==> src/rtl/frame_cmd_gen.sv <==
// Frame command sequencer feeding the Ethernet packet builder's show-ahead command FIFO port.
// Sweeps frame size, optionally ramps the payload byte, and spaces commands with idle gaps.
module frame_cmd_gen #(
    parameter int CNT_WIDTH = 32,
    parameter int GAP_WIDTH = 16
) (
    input  logic                 clk,
    input  logic                 rst,
    input  logic                 start,
    input  logic                 stop,
    input  logic [CNT_WIDTH-1:0] cfg_num_frames,
    input  logic [10:0]          cfg_size_min,
    input  logic [10:0]          cfg_size_max,
    input  logic [10:0]          cfg_size_step,
    input  logic [GAP_WIDTH-1:0] cfg_gap,
    input  logic [47:0]          cfg_d_mac,
    input  logic [47:0]          cfg_s_mac,
    input  logic [15:0]          cfg_ethertype,
    input  logic [7:0]           cfg_payload,
    input  logic                 cfg_payload_inc,
    output logic                 cmd_valid,
    input  logic                 cmd_rd_en,
    output logic [10:0]          size,
    output logic [47:0]          d_mac,
    output logic [47:0]          s_mac,
    output logic [15:0]          ethertype,
    output logic [7:0]           payload,
    output logic                 busy,
    output logic                 done,
    output logic [CNT_WIDTH-1:0] frames_issued
);

    localparam logic [1:0] ST_IDLE  = 2'd0;
    localparam logic [1:0] ST_ISSUE = 2'd1;
    localparam logic [1:0] ST_GAP   = 2'd2;

    localparam logic [10:0] MIN_FRAME = 11'd14;

    logic [1:0]           state_reg,     state_next;
    logic [10:0]          size_reg,      size_next;
    logic [7:0]           payload_reg,   payload_next;
    logic [47:0]          d_mac_reg,     d_mac_next;
    logic [47:0]          s_mac_reg,     s_mac_next;
    logic [15:0]          ethertype_reg, ethertype_next;
    logic [CNT_WIDTH-1:0] frames_reg,    frames_next;
    logic                 done_reg,      done_next;
    logic [GAP_WIDTH-1:0] gap_cnt_reg,   gap_cnt_next;

    // Configuration captured at start; cfg_* inputs are not looked at again while busy.
    logic [CNT_WIDTH-1:0] num_reg,       num_next;
    logic [10:0]          size_lo_reg,   size_lo_next;
    logic [10:0]          size_hi_reg,   size_hi_next;
    logic [10:0]          step_reg,      step_next;
    logic [GAP_WIDTH-1:0] gap_reg,       gap_next;
    logic                 inc_reg,       inc_next;

    logic [10:0]          cfg_lo;
    logic [10:0]          cfg_hi;
    logic                 xfer;
    logic [11:0]          size_sum;
    logic [10:0]          size_wrap;
    logic [CNT_WIDTH-1:0] frames_inc;
    logic                 count_hit;

    assign cfg_lo = (cfg_size_min < MIN_FRAME) ? MIN_FRAME : cfg_size_min;
    assign cfg_hi = (cfg_size_max < cfg_lo) ? cfg_lo : cfg_size_max;

    assign xfer = (state_reg == ST_ISSUE) && cmd_rd_en;

    // 12-bit sum so an 11-bit overflow still counts as exceeding the upper bound.
    assign size_sum  = {1'b0, size_reg} + {1'b0, step_reg};
    assign size_wrap = (size_sum > {1'b0, size_hi_reg}) ? size_lo_reg : size_sum[10:0];

    assign frames_inc = frames_reg + 1'b1;
    assign count_hit  = (num_reg != '0) && (frames_inc == num_reg);

    always_comb begin
        state_next     = state_reg;
        size_next      = size_reg;
        payload_next   = payload_reg;
        d_mac_next     = d_mac_reg;
        s_mac_next     = s_mac_reg;
        ethertype_next = ethertype_reg;
        frames_next    = frames_reg;
        done_next      = 1'b0;
        gap_cnt_next   = gap_cnt_reg;
        num_next       = num_reg;
        size_lo_next   = size_lo_reg;
        size_hi_next   = size_hi_reg;
        step_next      = step_reg;
        gap_next       = gap_reg;
        inc_next       = inc_reg;

        case (state_reg)
            ST_IDLE: begin
                if (start) begin
                    state_next     = ST_ISSUE;
                    num_next       = cfg_num_frames;
                    size_lo_next   = cfg_lo;
                    size_hi_next   = cfg_hi;
                    step_next      = cfg_size_step;
                    gap_next       = cfg_gap;
                    inc_next       = cfg_payload_inc;
                    size_next      = cfg_lo;
                    payload_next   = cfg_payload;
                    d_mac_next     = cfg_d_mac;
                    s_mac_next     = cfg_s_mac;
                    ethertype_next = cfg_ethertype;
                    frames_next    = '0;
                end
            end

            ST_ISSUE: begin
                if (xfer) begin
                    frames_next = frames_inc;
                    size_next   = size_wrap;
                    if (inc_reg) begin
                        payload_next = payload_reg + 8'd1;
                    end
                    if (count_hit || stop) begin
                        state_next = ST_IDLE;
                        done_next  = 1'b1;
                    end else if (gap_reg != '0) begin
                        state_next   = ST_GAP;
                        gap_cnt_next = gap_reg;
                    end
                end else if (stop) begin
                    // Pending command is abandoned without being counted.
                    state_next = ST_IDLE;
                    done_next  = 1'b1;
                end
            end

            ST_GAP: begin
                if (stop) begin
                    state_next = ST_IDLE;
                    done_next  = 1'b1;
                end else if (gap_cnt_reg == GAP_WIDTH'(1)) begin
                    state_next = ST_ISSUE;
                end else begin
                    gap_cnt_next = gap_cnt_reg - 1'b1;
                end
            end

            default: begin
                state_next = ST_IDLE;
            end
        endcase
    end

    always_ff @(posedge clk) begin
        if (rst) begin
            state_reg     <= ST_IDLE;
            size_reg      <= '0;
            payload_reg   <= '0;
            d_mac_reg     <= '0;
            s_mac_reg     <= '0;
            ethertype_reg <= '0;
            frames_reg    <= '0;
            done_reg      <= 1'b0;
            gap_cnt_reg   <= '0;
            num_reg       <= '0;
            size_lo_reg   <= '0;
            size_hi_reg   <= '0;
            step_reg      <= '0;
            gap_reg       <= '0;
            inc_reg       <= 1'b0;
        end else begin
            state_reg     <= state_next;
            size_reg      <= size_next;
            payload_reg   <= payload_next;
            d_mac_reg     <= d_mac_next;
            s_mac_reg     <= s_mac_next;
            ethertype_reg <= ethertype_next;
            frames_reg    <= frames_next;
            done_reg      <= done_next;
            gap_cnt_reg   <= gap_cnt_next;
            num_reg       <= num_next;
            size_lo_reg   <= size_lo_next;
            size_hi_reg   <= size_hi_next;
            step_reg      <= step_next;
            gap_reg       <= gap_next;
            inc_reg       <= inc_next;
        end
    end

    assign cmd_valid     = (state_reg == ST_ISSUE);
    assign busy          = (state_reg != ST_IDLE);
    assign done          = done_reg;
    assign size          = size_reg;
    assign payload       = payload_reg;
    assign d_mac         = d_mac_reg;
    assign s_mac         = s_mac_reg;
    assign ethertype     = ethertype_reg;
    assign frames_issued = frames_reg;

endmodule

==> config.mk <==
export PLATFORM = sky130hd
export DESIGN_NAME = frame_cmd_gen
export DESIGN_NICKNAME = d
export VERILOG_FILES = /design/src/rtl/frame_cmd_gen.sv
export SDC_FILE = /design/constraint.sdc
export NUM_CORES = 1
export LEC_CHECK = 0
export CAP_MARGIN = 20
export CORE_ASPECT_RATIO = 1.1
export CORE_MARGIN = 4
export CORE_UTILIZATION = 32
export CTS_CLUSTER_DIAMETER = 100
export DETAILED_ROUTE_END_ITERATION = 6
export SETUP_SLACK_MARGIN = 0.4
export SYNTH_ARGS = -nofsm -noshare
export SYNTH_HDL_FRONTEND = slang
export SYNTH_SLANG_ARGS = --single-unit
==> constraint.sdc <==
create_clock -name clk -period 4.4 [get_ports clk]
set_clock_uncertainty 0.2 [all_clocks]
set_input_delay 1.1 -clock clk [delete_from_list [all_inputs] [get_ports clk]]
set_output_delay 1.1 -clock clk [all_outputs]
set_load 0.005 [all_outputs]
==> results.txt, run 1 <==
In this run the core area contains 77 standard-cell rows. Setup repair after global routing could not meet its margin everywhere. Timing would allow up to 254 MHz. TritonCTS built the clock tree.

Summed over all failing endpoints, the final setup total negative slack is 0 ns. The path type of the worst min-delay path is reg -> reg. The total power density per cell area is 439 nW/um^2. The run finished with clean final reports. For the instance count after placement with tap cells included, the log shows 2,497. The logs give 0.402 for the sequential element share of the synthesized area and 5290 um^2 for the sequential standard cell area.

The worst IR drop on VDD was 407 uV. The CTS root buffer is sky130_fd_sc_hd__clkbuf_16. In this run the critical register-to-register path is launched from size[0].

For this run, design rule violations remaining after detail routing come to 0. In this run, the number of DRC markers left after iteration 0 of detailed routing was 774. The library cell with the largest summed area after synthesis was sky130_fd_sc_hd__dfxtp_1.

The signal on the critical path passes through ha_4 -> fa_2 -> a21o_1 -> a21oi_2 -> o21bai_1 -> a21oi_2 -> o21ai_2 -> a21o_1 -> a21oi_2 -> xnor2_2 -> ha_4 -> nor2_2 -> nand2_2 -> o221ai_2 -> a21oi_2 -> nor3b_2 -> buf_4 -> mux2i_1 -> a2111oi_2 -> a31o_2. The clock period could shrink to 3.94 ns. The kind of end point of the critical path is a flip-flop.

The HPWL reported at the end of detailed placement was 35,600 um. By area the synthesized netlist is led by sky130_fd_sc_hd__dfxtp_1 (40%), sky130_fd_sc_hd__nand2_1 (13%), sky130_fd_sc_hd__a21oi_1 (9.8%). The finished layout holds 2,563 standard cells, fillers aside. The final hold violation count was 0; the number of global-route vias before repair was 13.3k. The flip-flop and latch count after synthesis is 264, and the total die area is 44,300 um^2. The most used flip-flop cell after synthesis is sky130_fd_sc_hd__dfxtp_1. At the end of the flow, the number of nets in the layout was 2,277. The number of H-tree levels is 1, and the sum of overflow across all layers after global routing is 0. From left edge to right edge, the die measures 201 um.

For this design, the sink count on the clock tree is 264. Fraction of post-synthesis cell area in the top cell type by area: 0.402. Cell class contributing the biggest share of worst-path delay: compound AO/OA/AOI/OAI gates.

The final clock period utilization by the worst path was 0.895; the arrival time reported for the critical path endpoint was 4.19 ns. The library cell used most frequently in the layout, excluding fill and tap cells, is sky130_fd_sc_hd__nand2_1. The dominant cell type by count on the critical path is sky130_fd_sc_hd__a21oi_2. The clock reaches the later pin of the worst-skew pair after 0.57 ns. The largest incremental delay on the critical path works out to 0.39 ns. The congestion estimate from routability-driven global placement came to 0.903.

The clock passes through at most 3 buffers. The effective utilization at floorplan was 0.325; the number of flops mapped to enable cells by yosys was 0. The worst setup path is launched from a flip-flop. The number of antenna diodes was 0; the transition at the pin with the smallest max-transition slack was 1.11 ns. The proportion of register bits with asynchronous set or reset after synthesis works out to 0. The number of library cell types mapped by synthesis is 87, and the required arrival time at the worst endpoint is 4.66 ns. In this run the vertical extent of the chip is 220 um. Entering global routing, the biggest net connects 142 pins. The area growth from synthesis to layout is 41.7%. The pre-antenna-repair detailed-routing pass consisted of 6 iterations.

The number of buffer cells added on primary ports is 372. The number of nets in the synthesized netlist is 1,949. The clock transition time at the flip-flop clock pins of the worst setup and hold paths came out at 0.06 ns.

Worst hold margin: 0.252 ns. Pin placement for this block handled 373 I/O pins. For the instance count of the mapped netlist, the log shows 1,701. The worst hold path begins at s_mac[27]. The worst slew slack as a fraction of its limit was 0.262; the combined area of all synthesized cells was 13,100 um^2. In the layout the commonest cells are sky130_fd_sc_hd__nand2_1 (447), sky130_fd_sc_hd__clkdlybuf4s50_1 (371), sky130_fd_sc_hd__dfxtp_1 (260), sky130_fd_sc_hd__a21oi_1 (248), sky130_fd_sc_hd__nor2_1 (78). Tracing the worst setup path back leads to its startpoint at size[0]. After layout, the worst setup slack is 0.463 ns.

The number of buffers created by CTS is 31. The count of pins over their slew limit was 0. The first-pass GRT wire length came out at 75,100 um. The average routed wire per standard cell was 19.1 um; the share of layout cells above drive strength 1 was 0.0790. In this run the remaining antenna-violating nets after routing total 0. Setup violations remaining at the end of the flow were counted as 0.

The logs give 0.210 for the all-layer global routing usage and 7 for the initial antenna violation count. The critical path is of the reg -> reg type. The logs give 7.07 nW for the static leakage and 49,000 um for the total wire length. The routed layout has 13.4k vias.

Of all nets on the critical path, the largest fanout is 6. During synthesis, Yosys emitted a total of 0 warnings. Before CTS, the worst setup slack after placement is 0.129 ns.

On the critical path, the stage with the largest delay is an instance of sky130_fd_sc_hd__fa_2. Using the TritonRoute via totals, the vias-per-cell ratio works out to 5.24. The tool flagged a number of max-cap violations equal to 0. The share of the core filled with cells was 0.461; the combined buffer and inverter count along the critical path was 1.

Each instance of the synthesized netlist takes up on average 7.72 um^2. In the final layout, the multi-input gates occupy 7330 um^2. The region available for standard cell placement spans 40,400 um^2. Counting the fill cells in the layout gives 3,988.
==> worst paths after layout <==
path,to,slack [ns],cells past startpoint
worst min register to register,s_mac[27],0.25,2
worst max-delay path,size[4],0.46,20
worst min-delay path,s_mac[27],0.25,2
worst max register to register,size[4],0.46,20
==> metal layers <==
layer	part of all wire	vias up	GRT usage	wire length, um
met3	0.089	100	0.0712	4380
met4	0.025	14	0.0555	1250
li1	-	6574	-	-
met5	0.0023	-	0	115
met2	0.48	450	0.369	23700
met1	0.40	6295	0.246	19500
==> per-stage QoR <==
step	total power [mW]	instance area, um^2
finish	8.17	18600
global route	8.64	18600
CTS	8.12	18400
detailed placement	5.26	17300
global placement	5.23	17300
floorplan	4.21	13100
==> Yosys cell counts, types with 19 or more instances <==
cell type / n
sky130_fd_sc_hd__inv_1: 39
sky130_fd_sc_hd__a21oi_1: 257
sky130_fd_sc_hd__o21ai_0: 57
sky130_fd_sc_hd__nor2_1: 81
sky130_fd_sc_hd__mux2i_1: 26
sky130_fd_sc_hd__nand4_1: 19
sky130_fd_sc_hd__nand2_1: 449
sky130_fd_sc_hd__nor3_1: 29
sky130_fd_sc_hd__xnor2_1: 33
sky130_fd_sc_hd__nand3_1: 27
sky130_fd_sc_hd__ha_1: 40
sky130_fd_sc_hd__clkbuf_1: 92
sky130_fd_sc_hd__dfxtp_1: 264
==> worst register-to-register path, cell delays in order (launching register included) <==
cell and delay, ns:
sky130_fd_sc_hd__dfxtp_2 0.34, sky130_fd_sc_hd__ha_4 0.16, sky130_fd_sc_hd__fa_2 0.39, sky130_fd_sc_hd__a21o_1 0.18
sky130_fd_sc_hd__a21oi_2 0.16, sky130_fd_sc_hd__o21bai_1 0.11, sky130_fd_sc_hd__a21oi_2 0.18, sky130_fd_sc_hd__o21ai_2 0.10
sky130_fd_sc_hd__a21o_1 0.18, sky130_fd_sc_hd__a21oi_2 0.18, sky130_fd_sc_hd__xnor2_2 0.12, sky130_fd_sc_hd__ha_4 0.18
sky130_fd_sc_hd__nor2_2 0.11, sky130_fd_sc_hd__nand2_2 0.09, sky130_fd_sc_hd__o221ai_2 0.14, sky130_fd_sc_hd__a21oi_2 0.06
sky130_fd_sc_hd__nor3b_2 0.19, sky130_fd_sc_hd__buf_4 0.20, sky130_fd_sc_hd__mux2i_1 0.23, sky130_fd_sc_hd__a2111oi_2 0.09
sky130_fd_sc_hd__a31o_2 0.25
==> report_power, final <==
part           switching, mW  internal (mW)  total [mW]
registers              0.198           2.64        2.84
clock network           1.05           1.72        2.76
logic                   1.36           1.21        2.57
==> cell type report <==
class | instances | share of cell area
Tap cell | 513 | 0.0345
Clock buffer | 43 | 0.0468
Timing Repair Buffer | 415 | 0.221
Inverter | 39 | 0.00787
Sequential cell | 264 | 0.284
Clock inverter | 11 | 0.0112
Multi-Input combinational cell | 1278 | 0.394
==> timing repair <==
item,in CTS,in global routing
buffers inserted,1,10
pin swaps,5,14
hold buffers,0,0
endpoints found under the setup margin,11,21
gates resized for setup,14,24
==> cells by family after synthesis <==
kind of cell / after synthesis / share of synthesized area
simple gates: 721 / 0.254
mux: 27 / 0.0207
xor+xnor: 48 / 0.0326
fa+ha+maj: 42 / 0.0404
compound gates: 440 / 0.200
buf+inv: 159 / 0.0497
flops: 264 / 0.402
(Power assumes the default switching activity.)
==> run 2: changes to the inputs <==
--- a/constraint.sdc
+++ b/constraint.sdc
@@ -4,2 +4,2 @@
 set_output_delay 1.1 -clock clk [all_outputs]
-set_load 0.005 [all_outputs]
+set_load 0.05 [all_outputs]
==> run 2 against run 1 <==
Effect of this change: clock-buffer cell count grew 4; worst hold slack barely moved; largest power group is now combinational logic; sequential share of layout area decreased by 0.087 points; via count is essentially flat; utilization grew 0.17 points; highest routed layer unchanged; global-route usage rose by 0.14 points; clock power fell by 8.0%; critical path type unchanged.
==> results.txt, run 2 (synthesis gave the netlist of run 1 again) <==
The final critical path time including I/O delays and setup was 4.03 ns. Entering global routing, the biggest net connects 67 pins. The total wire length came out at 50,100 um. The tools report the count of final setup violators as 0. The library cell used most frequently in the layout, excluding fill and tap cells, is sky130_fd_sc_hd__nand2_1. The initial antenna violation count is 9, and the maximum fanout count along the critical path is 8. The number of design rule violations left after detail routing is 0, and the arrival time reported for the critical path endpoint is 4.28 ns. The tools report the weighted congestion reported at the end of routability-driven placement as 0.950. The number of antenna diodes in the final layout is 0. Summed over all cells, the static leakage comes to 7.10 nW.

In this run the deepest clock path goes through 3 buffers. The region available for standard cell placement spans 40,400 um^2. Derived from the worst setup path, the maximum achievable clock frequency is 248 MHz. The worst register-to-register path has a depth of 20. The average routed wire per standard cell is 19.5 um. The worst hold path passes through 2 cells. The tools report the number of fillers in the final layout as 3,998. In this run, post-CTS hold repair placed 0 buffers. Global routing finished with a remaining overflow of 0. At the worst endpoint, the required time is 4.65 ns. The run gives 13.2k as the number of global-route vias before repair. Cell class contributing the biggest share of worst-path delay: compound AO/OA/AOI/OAI gates. The global routing's busiest layer is met2. The depth of the critical timing path with buffers and inverters included came out at 20. The share of layout cells above drive strength 1 was 0.0860. After detailed placement, the total cell area comes to 17,300 um^2.

The worst IR drop on VDD came out at 328 uV. The run finished with clean final reports. The detailed router placed 13.4k vias in this run. The total die area is 44,300 um^2. The vias per cell was 5.23.

Max-cap violations in this run came to 0. The global routing met2 resource utilization was 0.369. The path type of the worst min-delay path is reg -> reg.

The slowest stage of the critical path is the sky130_fd_sc_hd__dfxtp_4 cell. OpenSTA, run right after detailed placement, puts the worst setup slack at 0.162 ns. The tree built by TritonCTS fans out to 264 sinks. TritonCTS built the clock tree. The number of H-tree levels is 1, and the total power density per cell area is 467 nW/um^2. The type of origin of the critical path is a flip-flop. The logs give 0.252 ns for the worst hold margin and 0 for the count of antenna-violating nets left after detailed routing. The logs give 373 for the number of placed I/O pins and 0.57 ns for the insertion delay of the later-clocked pin in the worst-skew pair.

For the HPWL reported at the end of detailed placement, the log shows 36,000 um. Once routing completed, OpenROAD measured the worst setup slack at 0.373 ns. The iteration count of the initial detailed-routing pass was 6. From left edge to right edge, the die measures 201 um. The met3 capacity usage during global routing was 0.0692; the cell area after layout was 18,700 um^2. The cell that appears most often on the critical path is sky130_fd_sc_hd__a21oi_2.

The number of buffers created by CTS is 31, and the relative area change from synthesis to final layout is 42.3%. The die boundary height is 220 um, and the iteration-0 DRC count of the detailed router is 655. The final-stage net count is 2,287. The signal on the critical path passes through ha_1 -> a21o_1 -> a21oi_2 -> o21bai_1 -> a21oi_2 -> o21ai_2 -> a21o_1 -> a21oi_2 -> xnor2_2 -> ha_1 -> buf_4 -> o21ai_2 -> nand2_2 -> nor2_1 -> a21oi_2 -> nor3b_2 -> buf_6 -> mux2i_1 -> a2111oi_2 -> a31o_2. For the met1 track demand over resource, the log shows 0.249. All-layer global routing usage: 0.211. Setup repair after global routing could not meet its margin everywhere. The count of pins over their slew limit was 0; the number of rows in the core area was 77.

Post-route setup TNS: 0 ns. The library cells used most frequently in the layout, excluding fill and tap cells, are sky130_fd_sc_hd__nand2_1 (447), sky130_fd_sc_hd__clkdlybuf4s50_1 (371), sky130_fd_sc_hd__dfxtp_1 (261), sky130_fd_sc_hd__a21oi_1 (248), sky130_fd_sc_hd__nor2_1 (79). The worst slew slack as a fraction of its limit is 0.287.

The tree is rooted in a sky130_fd_sc_hd__clkbuf_16. For the pin with the worst max-slew slack, the measured transition is 1.07 ns. Clock-pin slew was measured on the worst setup and hold paths at 0.06 ns. The kind of end point of the critical path is a flip-flop.

Input and output buffers added on the ports amount to 372. Effective utilization at floorplan: 0.325. Combined buffer and inverter count along the critical path: 2. The critical path is of the reg -> reg type. The first global-routing pass estimated 75,500 um of wire. Total power for the finished layout comes to 8.72 mW. The largest incremental delay on the critical path came out at 0.36 ns. The final clock period utilization by the worst path came out at 0.915. The final hold violation count was 0.
run 2: changes by cell type in the layout (fill, tap and decap cells not counted), sizes merged:
| cell | delta |
|---|---|
| buf | +10 |
| clkinv | -1 |
| bufinv | -5 |
| clkbuf | +4 |
run 2: path summary, 6_finish.rpt:
check / startpoint / to / slack [ns]
setup / recovery: size[1] / size[8] / 0.37
hold / removal: ethertype[5] / ethertype[5] / 0.25
setup reg to reg: size[1] / size[8] / 0.37
hold reg to reg: ethertype[5] / ethertype[5] / 0.25
run 2: final cells by class:
| type | instances | area, um^2 | share of cell area |
|---|---|---|---|
| clock buffers | 47 | 936 | 0.0501 |
| well taps | 513 | 642 | 0.0344 |
| multi-input cells | 1278 | 7390 | 0.396 |
| flip-flops and latches | 264 | 5290 | 0.283 |
| repair buffers | 425 | 4220 | 0.226 |
| inverters | 39 | 149 | 0.00797 |
| clock inverters | 5 | 52.6 | 0.00281 |
run 2: report_power, final:
part | internal (mW) | switching (mW)
clock | 1.50 | 1.04
combinational | 1.34 | 2.01
sequential | 2.64 | 0.197
total | 5.48 | 3.24
run 2: worst min-delay path, delay by kind of cell, from the launching register on:
kind	cells	cell delay, ns
AO/OA/AOI/OAI	1	0.05
AND/OR/NAND/NOR	1	0.05
flip-flops	1	0.30
run 2: layer usage:
metal,share of wire,routed length (um),vias to the layer above
met5,0.0023,114,-
li1,-,-,6588
met3,0.082,4120,104
met1,0.41,20400,6284
met2,0.48,24000,445
met4,0.029,1450,16
run 2: metrics by stage:
stage               utilization  cells
floorplan                     -   1701
global placement          0.429   2496
detailed placement        0.429   2496
CTS                       0.457   2560
global route              0.463   2571
finish                    0.463   2571
run 2: repair_timing:
action / CTS / global route
setup buffers: 12 / 11
gates resized for setup: 19 / 31
setup endpoints to repair: 7 / 21
pin swaps: 10 / 17
==> run 3: changes to the inputs <==
Settings changed: RECOVER_POWER from default to 25.
==> run 3 against run 2 <==
Effect of this change: the flow now finishes with violations (capacitance limit, slew limit); fmax barely moved; total power barely moved; clock power barely moved; final cell count did not move; global-route usage did not move; sequential cell count did not move; critical endpoint unchanged; register-to-register slack barely moved; via count barely moved; worst hold slack barely moved; clock-buffer cell count did not move; largest power group unchanged; sequential share of layout area barely moved.
==> results.txt, run 3 (synthesis gave the netlist of run 1 again) <==
The tools report the largest net degree at the start of global routing as 67. The signal on the critical path passes through ha_1 -> a21o_1 -> a21oi_2 -> o21bai_1 -> a21oi_2 -> o21ai_2 -> a21o_1 -> a21oi_2 -> xnor2_2 -> ha_1 -> buf_4 -> o21ai_2 -> nand2_2 -> nor2_1 -> a21oi_2 -> nor3b_2 -> buf_6 -> mux2i_1 -> a2111oi_2 -> a31o_2. For the total die area, the log shows 44,300 um^2. All-layer global routing usage: 0.211. Iteration count of the initial detailed-routing pass: 5. Summed over all nets, the half-perimeter wirelength after detailed placement is 36,000 um. The cell with the largest stage delay on the worst path is sky130_fd_sc_hd__dfxtp_4. The effective utilization at floorplan was 0.325. The tree is rooted in a sky130_fd_sc_hd__clkbuf_16. For this run, the post-layout net count is 2,287.

Wires add up to 50,100 um. In this run the count of I/O pins placed on the die edge is 373. The count of pins over their slew limit came out at 39.

After the first detailed-routing iteration, the DRC count stood at 655. The number of global-route vias before repair was 13.2k; the number of buffer cells added on primary ports was 372. Clock latency on the worst-skew pair, taken at its later pin, is 0.57 ns. Clock transition time at the flip-flop clock pins of the worst setup and hold paths: 0.06 ns. Counting along the longest clock path gives a buffer depth of 3. The first global-routing pass estimated 75,500 um of wire.

The tightest min-delay check is of the reg -> reg type. The tools report the total core area as 40,400 um^2. The final clock period utilization by the worst path works out to 0.915. The count of maximum capacitance violations was 1. The number of fillers in the final layout was 3,999; the sum of overflow across all layers after global routing was 0.

The internal power consumption is 5.48 mW, and the number of H-tree levels is 1. Setup repair after global routing could not meet its margin everywhere. The count of antenna-violating nets left after detailed routing was 0.

The part of the total power dissipated in the clock network is 0.291. The number of sinks handled by clock tree synthesis was 264; the relative area change from synthesis to final layout was 42.2%. The number of buffers created by CTS was 31.

Among the stages of the critical path, the cell type that occurs most often is sky130_fd_sc_hd__a21oi_2. The vias per cell was 5.23. For the final routed database, the setup TNS stands at 0 ns. The share of layout cells above drive strength 1 is 0.0855. TritonCTS built the clock tree. The tools report the net switching power as 3.24 mW. The top cell types in the final layout, fill and taps aside, are sky130_fd_sc_hd__nand2_1 (447), sky130_fd_sc_hd__clkdlybuf4s50_1 (370), sky130_fd_sc_hd__dfxtp_1 (261), sky130_fd_sc_hd__a21oi_1 (248), sky130_fd_sc_hd__nor2_1 (79). The final reports fail on capacitance limit, slew limit. The die boundary height was 220 um; the overall via count from detail_route was 13.4k. Once routing completed, OpenROAD measured the worst setup slack at 0.373 ns. Maximum fanout count along the critical path: 8. Derived from the worst setup path, the maximum achievable clock frequency is 248 MHz.

The largest incremental delay on the critical path is 0.36 ns, and the initial antenna violation count is 9. Share of the core filled with cells: 0.463. The run gives 0.383 as the portion of total power attributed to combinational logic. The worst IR drop on VDD is 328 uV, and the average routed wire per standard cell is 19.5 um. Number of antenna diodes: 0. The transition at the pin with the smallest max-transition slack was 1.94 ns.

The run finished, with violations left. The die width is 201 um. By startpoint and endpoint, the worst setup path is classified as reg -> reg. Final hold violation count: 0. The tools report the type of origin of the critical path as a flip-flop. The worst slew slack as a fraction of its limit is -0.294, and the setup slack after placement is 0.162 ns. For the worst setup path, the data arrival time is 4.28 ns. Final critical path time including I/O delays and setup: 4.03 ns. The total power density per cell area works out to 467 nW/um^2.

Routability-driven placement finished with a final weighted congestion of 0.950. In the routed design, unresolved DRC markers number 0. Final hold analysis gives a worst-case slack of 0.252 ns.

Setup violations remaining at the end of the flow were counted as 0. The most common cell after layout, fill and taps aside is sky130_fd_sc_hd__nand2_1. The sequential group share of total power came out at 0.326. The required arrival time at the worst endpoint was 4.65 ns; the switching power as a share of total power was 0.372.

The analysis attributes to cell leakage a power of 7.10 nW. The worst setup path is captured at a flip-flop. The number of rows in the core area is 77.
run 3: layout make-up:
class	count	area, um^2	share of cell area
inverters	39	149	0.00797
repair buffers	425	4220	0.226
multi-input cells	1278	7390	0.396
clock buffers	47	936	0.0501
flip-flops and latches	264	5290	0.283
well taps	513	642	0.0344
clock inverters	5	52.6	0.00281
run 3: timing repair:
action                                  in CTS  in global routing
pin swaps                                   10                 17
gates resized for setup                     19                 31
hold buffers                                 0                  0
setup buffers                               12                 11
endpoints found under the setup margin       7                 21
run 3: critical path: cells and delay by family, from the launching register on:
family / cells / cell delay [ns]
flip-flops: 1 / 0.36
adder cells (fa/ha/maj): 2 / 0.57
XOR/XNOR: 1 / 0.16
AO/OA/AOI/OAI: 11 / 1.57
buffers and inverters: 2 / 0.35
multiplexers: 1 / 0.27
AND/OR/NAND/NOR: 3 / 0.43
run 3: stage by stage:
step | instances | instance area, um^2 | power [mW]
final | 2571 | 18700 | 8.72
after global placement | 2496 | 17300 | 5.78
after CTS | 2560 | 18400 | 8.54
after floorplan | 1701 | 13200 | 4.75
after global routing | 2571 | 18700 | 9.16
after detailed placement | 2496 | 17300 | 5.83
run 3: layer usage:
layer  vias to the layer above  GRT usage  share of wire  wire length (um)
li1                       6587          -              -                 -
met1                      6292      0.249           0.41             20300
met2                       447      0.369           0.48             24100
met3                       104     0.0692          0.083              4160
met4                        16     0.0603          0.029              1450
met5                         -          0         0.0023               114
run 3: power groups by stage:
stage	Clock [mW]	Sequential, mW	Combinational (mW)
after floorplan	0	3.36	1.39
after global placement	0	2.87	2.91
after detailed placement	0	2.88	2.95
after CTS	2.60	2.84	3.10
after global routing	2.71	2.87	3.58
final	2.54	2.84	3.34
run 3: final timing paths:
kind                 from           end  slack [ns]  cells past startpoint
max               size[1]       size[8]        0.37                     20
min          ethertype[5]  ethertype[5]        0.25                      2
max reg2reg       size[1]       size[8]        0.37                     20
min reg2reg  ethertype[5]  ethertype[5]        0.25                      2
